## src/rtl/mem_access_unit.sv

```systemverilog
// Memory-stage load/store unit: one dbus transaction per load/store,
// with lane alignment and load extension. Option: MEM_MISALIGN_TRAP_EN.
module mem_access_unit #(
  parameter int XLEN      = 64,
  parameter int BUS_BYTES = 8
) (
  input  logic                 clk,
  input  logic                 rst,
  input  logic                 regM_i_valid,
  input  logic                 regM_i_mem_ren,
  input  logic                 regM_i_mem_wen,
  input  logic [1:0]           regM_i_mem_size,
  input  logic                 regM_i_mem_unsigned,
  input  logic [XLEN-1:0]      regM_i_alu_result,
  input  logic [XLEN-1:0]      regM_i_store_data,
  input  logic                 pipe_hold,
  output logic                 dbus_req_valid,
  input  logic                 dbus_req_ready,
  output logic [XLEN-1:0]      dbus_req_addr,
  output logic                 dbus_req_wen,
  output logic [XLEN-1:0]      dbus_req_wdata,
  output logic [BUS_BYTES-1:0] dbus_req_wstrb,
  input  logic                 dbus_rsp_valid,
  input  logic [XLEN-1:0]      dbus_rsp_rdata,
  output logic [XLEN-1:0]      memory_o_memdata,
  output logic                 memory_o_stall,
  output logic                 memory_o_misalign
);

  typedef enum logic [1:0] {
    IDLE, REQ, RESP, DONE
  } state_t;

  state_t               state_q, state_d;
  logic [XLEN-1:0]      addr_q, addr_d;
  logic [XLEN-1:0]      wdata_q, wdata_d;
  logic [XLEN-1:0]      md_q, md_d;
  logic [BUS_BYTES-1:0] wstrb_q, wstrb_d;
  logic [1:0]           size_q, size_d;
  logic                 wen_q, wen_d;
  logic                 uns_q, uns_d;
  logic                 mis_q, mis_d;
  logic                 acc, is_st;
  logic [BUS_BYTES-1:0] strb_base;
  logic [XLEN-1:0]      rsh, ext;

  assign acc   = regM_i_valid &
                 (regM_i_mem_ren | regM_i_mem_wen);
  assign is_st = regM_i_mem_wen & ~regM_i_mem_ren;
  assign rsh   = dbus_rsp_rdata >> {addr_q[2:0], 3'b000};

  // Unshifted byte-enable pattern for the requested access size
  always_comb begin
    strb_base = 8'h01;
    unique case (regM_i_mem_size)
      2'd0:    strb_base = 8'h01;
      2'd1:    strb_base = 8'h03;
      2'd2:    strb_base = 8'h0F;
      default: strb_base = 8'hFF;
    endcase
  end

  // Sign/zero extension of the lane-aligned load data
  always_comb begin
    ext = rsh;
    unique case (size_q)
      2'd0: ext = uns_q ? {56'b0, rsh[7:0]}
                        : {{56{rsh[7]}}, rsh[7:0]};
      2'd1: ext = uns_q ? {48'b0, rsh[15:0]}
                        : {{48{rsh[15]}}, rsh[15:0]};
      2'd2: ext = uns_q ? {32'b0, rsh[31:0]}
                        : {{32{rsh[31]}}, rsh[31:0]};
      default: ext = rsh;
    endcase
  end

`ifdef MEM_MISALIGN_TRAP_EN
  logic misal;

  // Address not a multiple of the access size
  always_comb begin
    misal = 1'b0;
    unique case (regM_i_mem_size)
      2'd0:    misal = 1'b0;
      2'd1:    misal = regM_i_alu_result[0];
      2'd2:    misal = |regM_i_alu_result[1:0];
      default: misal = |regM_i_alu_result[2:0];
    endcase
  end
`endif

  // Next-state and datapath latch decisions
  always_comb begin
    state_d = state_q;
    addr_d  = addr_q;
    wdata_d = wdata_q;
    wstrb_d = wstrb_q;
    size_d  = size_q;
    wen_d   = wen_q;
    uns_d   = uns_q;
    md_d    = md_q;
    mis_d   = mis_q;
    unique case (state_q)
      IDLE: begin
        if (acc) begin
          addr_d  = regM_i_alu_result;
          wen_d   = is_st;
          size_d  = regM_i_mem_size;
          uns_d   = regM_i_mem_unsigned;
          wdata_d = regM_i_store_data <<
                    {regM_i_alu_result[2:0], 3'b000};
          wstrb_d = strb_base << regM_i_alu_result[2:0];
          state_d = REQ;
`ifdef MEM_MISALIGN_TRAP_EN
          if (misal) begin
            state_d = DONE;
            mis_d   = 1'b1;
            md_d    = '0;
          end
`endif
        end
      end
      REQ: begin
        if (dbus_req_ready) state_d = RESP;
      end
      RESP: begin
        if (dbus_rsp_valid) begin
          md_d    = wen_q ? '0 : ext;
          state_d = DONE;
        end
      end
      default: begin
        if (!pipe_hold) begin
          state_d = IDLE;
          mis_d   = 1'b0;
        end
      end
    endcase
  end

  // State and latched access registers
  always_ff @(posedge clk or negedge rst) begin
    if (!rst) begin
      state_q <= IDLE;
      addr_q  <= '0;
      wdata_q <= '0;
      wstrb_q <= '0;
      size_q  <= '0;
      wen_q   <= 1'b0;
      uns_q   <= 1'b0;
      md_q    <= '0;
      mis_q   <= 1'b0;
    end else begin
      state_q <= state_d;
      addr_q  <= addr_d;
      wdata_q <= wdata_d;
      wstrb_q <= wstrb_d;
      size_q  <= size_d;
      wen_q   <= wen_d;
      uns_q   <= uns_d;
      md_q    <= md_d;
      mis_q   <= mis_d;
    end
  end

  assign dbus_req_valid    = (state_q == REQ);
  assign dbus_req_addr     = {addr_q[XLEN-1:3], 3'b000};
  assign dbus_req_wen      = wen_q;
  assign dbus_req_wdata    = wdata_q;
  assign dbus_req_wstrb    = wstrb_q;
  assign memory_o_memdata  = md_q;
  assign memory_o_misalign = mis_q;
  assign memory_o_stall    = acc & (state_q != DONE);

endmodule

```

## config.mk

```make
export PLATFORM = sky130hd
export DESIGN_NAME = mem_access_unit
export DESIGN_NICKNAME = d
export VERILOG_FILES = /design/src/rtl/mem_access_unit.sv
export SDC_FILE = /design/constraint.sdc
export NUM_CORES = 1
export LEC_CHECK = 0
export CAP_MARGIN = 20
export CORE_MARGIN = 5
export CORE_UTILIZATION = 30
export DETAILED_ROUTE_END_ITERATION = 8
export PLACE_DENSITY_LB_ADDON = 0.08
export SETUP_SLACK_MARGIN = 0.15
export SYNTH_ARGS = -nofsm -noshare
export SYNTH_HDL_FRONTEND = slang
export SYNTH_SLANG_ARGS = --single-unit
```

## constraint.sdc

```tcl
create_clock -name clk -period 2.7 [get_ports clk]
set_input_delay 0.54 -clock clk [delete_from_list [all_inputs] [get_ports clk]]
set_output_delay 0.54 -clock clk [all_outputs]
set_load 0.02 [all_outputs]
```

==> impl_metrics.json <==
{
  "status": "finished clean",
  "syn_inst": 1109,
  "required_ns": 2.16,
  "post_cts_buffers": 0,
  "wl_um": 43100,
  "pwr-share-seq_pct": 28.5,
  "setup_viol": 0,
  "row_count": 71,
  "timing_worst_setup_path_type": "reg -> out",
  "maxSlewHeadroom_pct": 40.7,
  "p_int_uw": 11500,
  "die-area_sq_mm": 0.0425,
  "ys_warn_count": 0,
  "drt_iter0_markers": 719,
  "cts_buffer_depth": 3,
  "fp.coreArea_sq_mm": 0.0378,
  "max_freq_ghz": 0.415,
  "utilization_pct": 44.1,
  "slowest_delay_ns": 0.65,
  "p_leak_uw": 0.00708,
  "grt_use_total_pct": 19.5,
  "synthToLayoutAreaGrowth_pct": 44.6,
  "period_needed_ns": 2.41,
  "seq_area_frac_synth_pct": 44.6,
  "tightest_slew_ns": 0.882,
  "avgSynthCellArea_sq_um": 10.4,
  "clockRootBuffer": "clkbuf_16",
  "gp_congestion": 0.889,
  "switchingPower_uw": 7690,
  "synth_top_cell_area_share_pct": 44.6,
  "grt_pass1_vias": 9894,
  "fin_crit_sh_pct": 89.2,
  "finalPower_uw": 19200,
  "grt_antenna_before_repair": 8,
  "cts_sinks": 206,
  "critPathBufInv": 2,
  "ys.flop_type": "dfrtp_1",
  "io_buffers": 402,
  "syn_area_sq_mm": 0.0115,
  "firstDrtPassIters": 5,
  "grt-ovfl-total": 0,
  "hp-class": "in -> reg",
  "rsz0062_at_grt": "no",
  "multi_input_area_sq_mm": 0.00547,
  "fin_skew_ns": 0.00921,
  "switching_share_pct": 40.1,
  "post-route-cell-area_sq_mm": 0.0167,
  "drv_slew": 0,
  "dpl_cell_area_sq_mm": 0.0158,
  "combPwrFrac_pct": 53.0,
  "ant_nets": 0,
  "synthArstFlopShare_pct": 100,
  "start_util_pct": 30.5,
  "grt_pass1_wl_um": 63700,
  "vias_per_cell": 4.94,
  "grt_start_max_net_pins": 64,
  "dieHeight_um": 206,
  "cts-htree-levels": 1,
  "fin_hold_ws_ns": 0.392,
  "pwr-share-clk_pct": 18.6,
  "ir_drop_uv": 486,
  "synth-edff-count": 0,
  "crit_arrival_ns": 1.87,
  "maxCapViolations": 0,
  "crit_path_max_fanout": 5,
  "cts_inserted_buffers": 26,
  "drive_gt1_share_pct": 14.4,
  "fin_nets": 1641,
  "crit_chain": "inv_1, ha_1, clkdlybuf4s50_1",
  "worstSetupEndpointType": "output port",
  "num_vias": 9724,
  "insertion_delay_ns": 0.53,
  "dp_hpwl_um": 33500,
  "ys_top_cells_by_area": "dfrtp_1 (45%), mux2i_1 (10%), mux2_2 (8.1%), o21ai_0 (5.8%), buf_4 (4.4%)",
  "cp_top_family": "buffers and inverters",
  "n_fill_cell": 3676,
  "crit_path_start_kind": "flip-flop",
  "cts_tree": "built",
  "register_area_sq_mm": 0.00516,
  "io_pins": 407,
  "finalSetupTns_ns": 0,
  "yosys.area.top_type": "dfrtp_1",
  "hold_violations": 0,
  "wire_per_inst_um": 21.9,
  "remaining_drc_errors": 0,
  "cp_slowest_cell": "clkdlybuf4s50_1",
  "power_density_mw_per_mm2": 1150,
  "clk_pin_slew_worst_paths_ns": 0.05,
  "ys_types": 49,
  "ys_ff_latch": 206,
  "die_w_um": 206
}
[final timing paths]
check	start	endpoint	slack (ns)	cells after the start
max in group asynchronous	rst	addr_q[42]	1.28	3
worst min register to register	dbus_req_wdata[43]	dbus_req_wdata[43]	0.48	2
worst max-delay path	state_q[1]	dbus_req_valid	0.29	3
worst min-delay path	regM_i_alu_result[2]	dbus_req_wstrb[2]	0.39	2
min in group asynchronous	rst	memory_o_memdata[1]	0.54	2
worst max register to register	addr_q[0]	memory_o_memdata[27]	0.33	5
[cells by family (layout without fill, tap and decap cells)]
group	Yosys count	after routing	synth area share [%]
other cells	1	10	0.0325
compound gates	305	305	17.1
mux	218	218	21.5
flops	206	206	44.6
buf+inv	164	504	8.12
fa+ha+maj	5	5	0.542
simple gates	210	210	8.03
[per-layer routing]
metal  vias up  wire length [um]  global-route usage, %
met4         4              1020                   5.20
met3        62              3630                   5.57
met5         -                25                      0
met1      4694             19500                   27.7
met2       338             19000                   29.0
li1       4626                 -                      -
[registers in the layout (all words and copies together), names as in the netlist]
signal / flops
dbus_req_wdata: 64
uns_q: 1
addr_q: 64
dbus_req_wen: 1
size_q: 2
memory_o_memdata: 64
dbus_req_wstrb: 8
state_q: 2
[power groups by stage]
stage          clock network (uW)  logic, uW  registers (uW)
5_1_grt                      3830      10900            5660
4_1_cts                      3690      10300            5480
3_5_place_dp                    0      10200            5510
2_1_floorplan                   0       5350            6210
3_3_place_gp                    0      10200            5490
6_report                     3560      10200            5460
[worst register-to-register path: stages, from the launching register on]
cell,delay (ns)
dfrtp_4,0.70
mux2i_1,0.37
a22oi_1,0.17
and3_4,0.21
o21ba_1,0.41
a221o_1,0.39
[final cells by class]
| cell class | instances | area share [%] |
|---|---|---|
| antenna | 6 | 0.0899 |
| clock buffer | 38 | 4.71 |
| clock inverter | 9 | 0.569 |
| inverter | 4 | 0.0899 |
| multi-input combinational | 742 | 32.8 |
| sequential | 206 | 30.9 |
| tap | 511 | 3.83 |
| timing repair buffer | 453 | 27.0 |
[cells in the mapped netlist (4+ instances only)]
cell,n
buf_6,5
inv_1,4
o21ai_0,134
nand2_1,125
a21oi_1,33
mux2i_1,119
buf_4,67
dfrtp_1,206
buf_2,24
a221o_1,23
a211oi_1,26
nand2b_1,4
o22ai_1,15
clkbuf_1,50
buf_1,12
mux4_2,15
nor2_1,42
a22o_1,27
a2bb2oi_1,7
o22a_1,9
nor2b_1,23
ha_1,5
mux2_2,83
o31ai_1,12
[metrics by stage]
step	setup slack, ns	instances
final	0.293	1969
after floorplan	0.782	1112
after global routing	0.160	1969
after global placement	0.0895	1915
after CTS	0.184	1963
after detailed placement	0.0785	1915
[layout by cell type, fill, tap and decap left out, types with 23 or more instances in the layout]
cell type,Yosys,routed
a211oi_1,26,26
nor2b_1,23,23
a221o_1,23,23
dfrtp_1,206,203
mux2i_1,119,119
a21oi_1,33,33
o21ai_0,134,134
a22o_1,27,27
clkbuf_16,0,27
nand2_1,125,124
clkdlybuf4s50_1,0,397
buf_4,67,42
mux2_2,83,83
nor2_1,42,42
[what timing repair did]
item,4_1_cts,5_1_grt
hold endpoints to repair,53,0
hold buffers,1,0
setup endpoints to repair,0,1
gates resized for setup,0,1
Power figures use the tool's default switching activity.
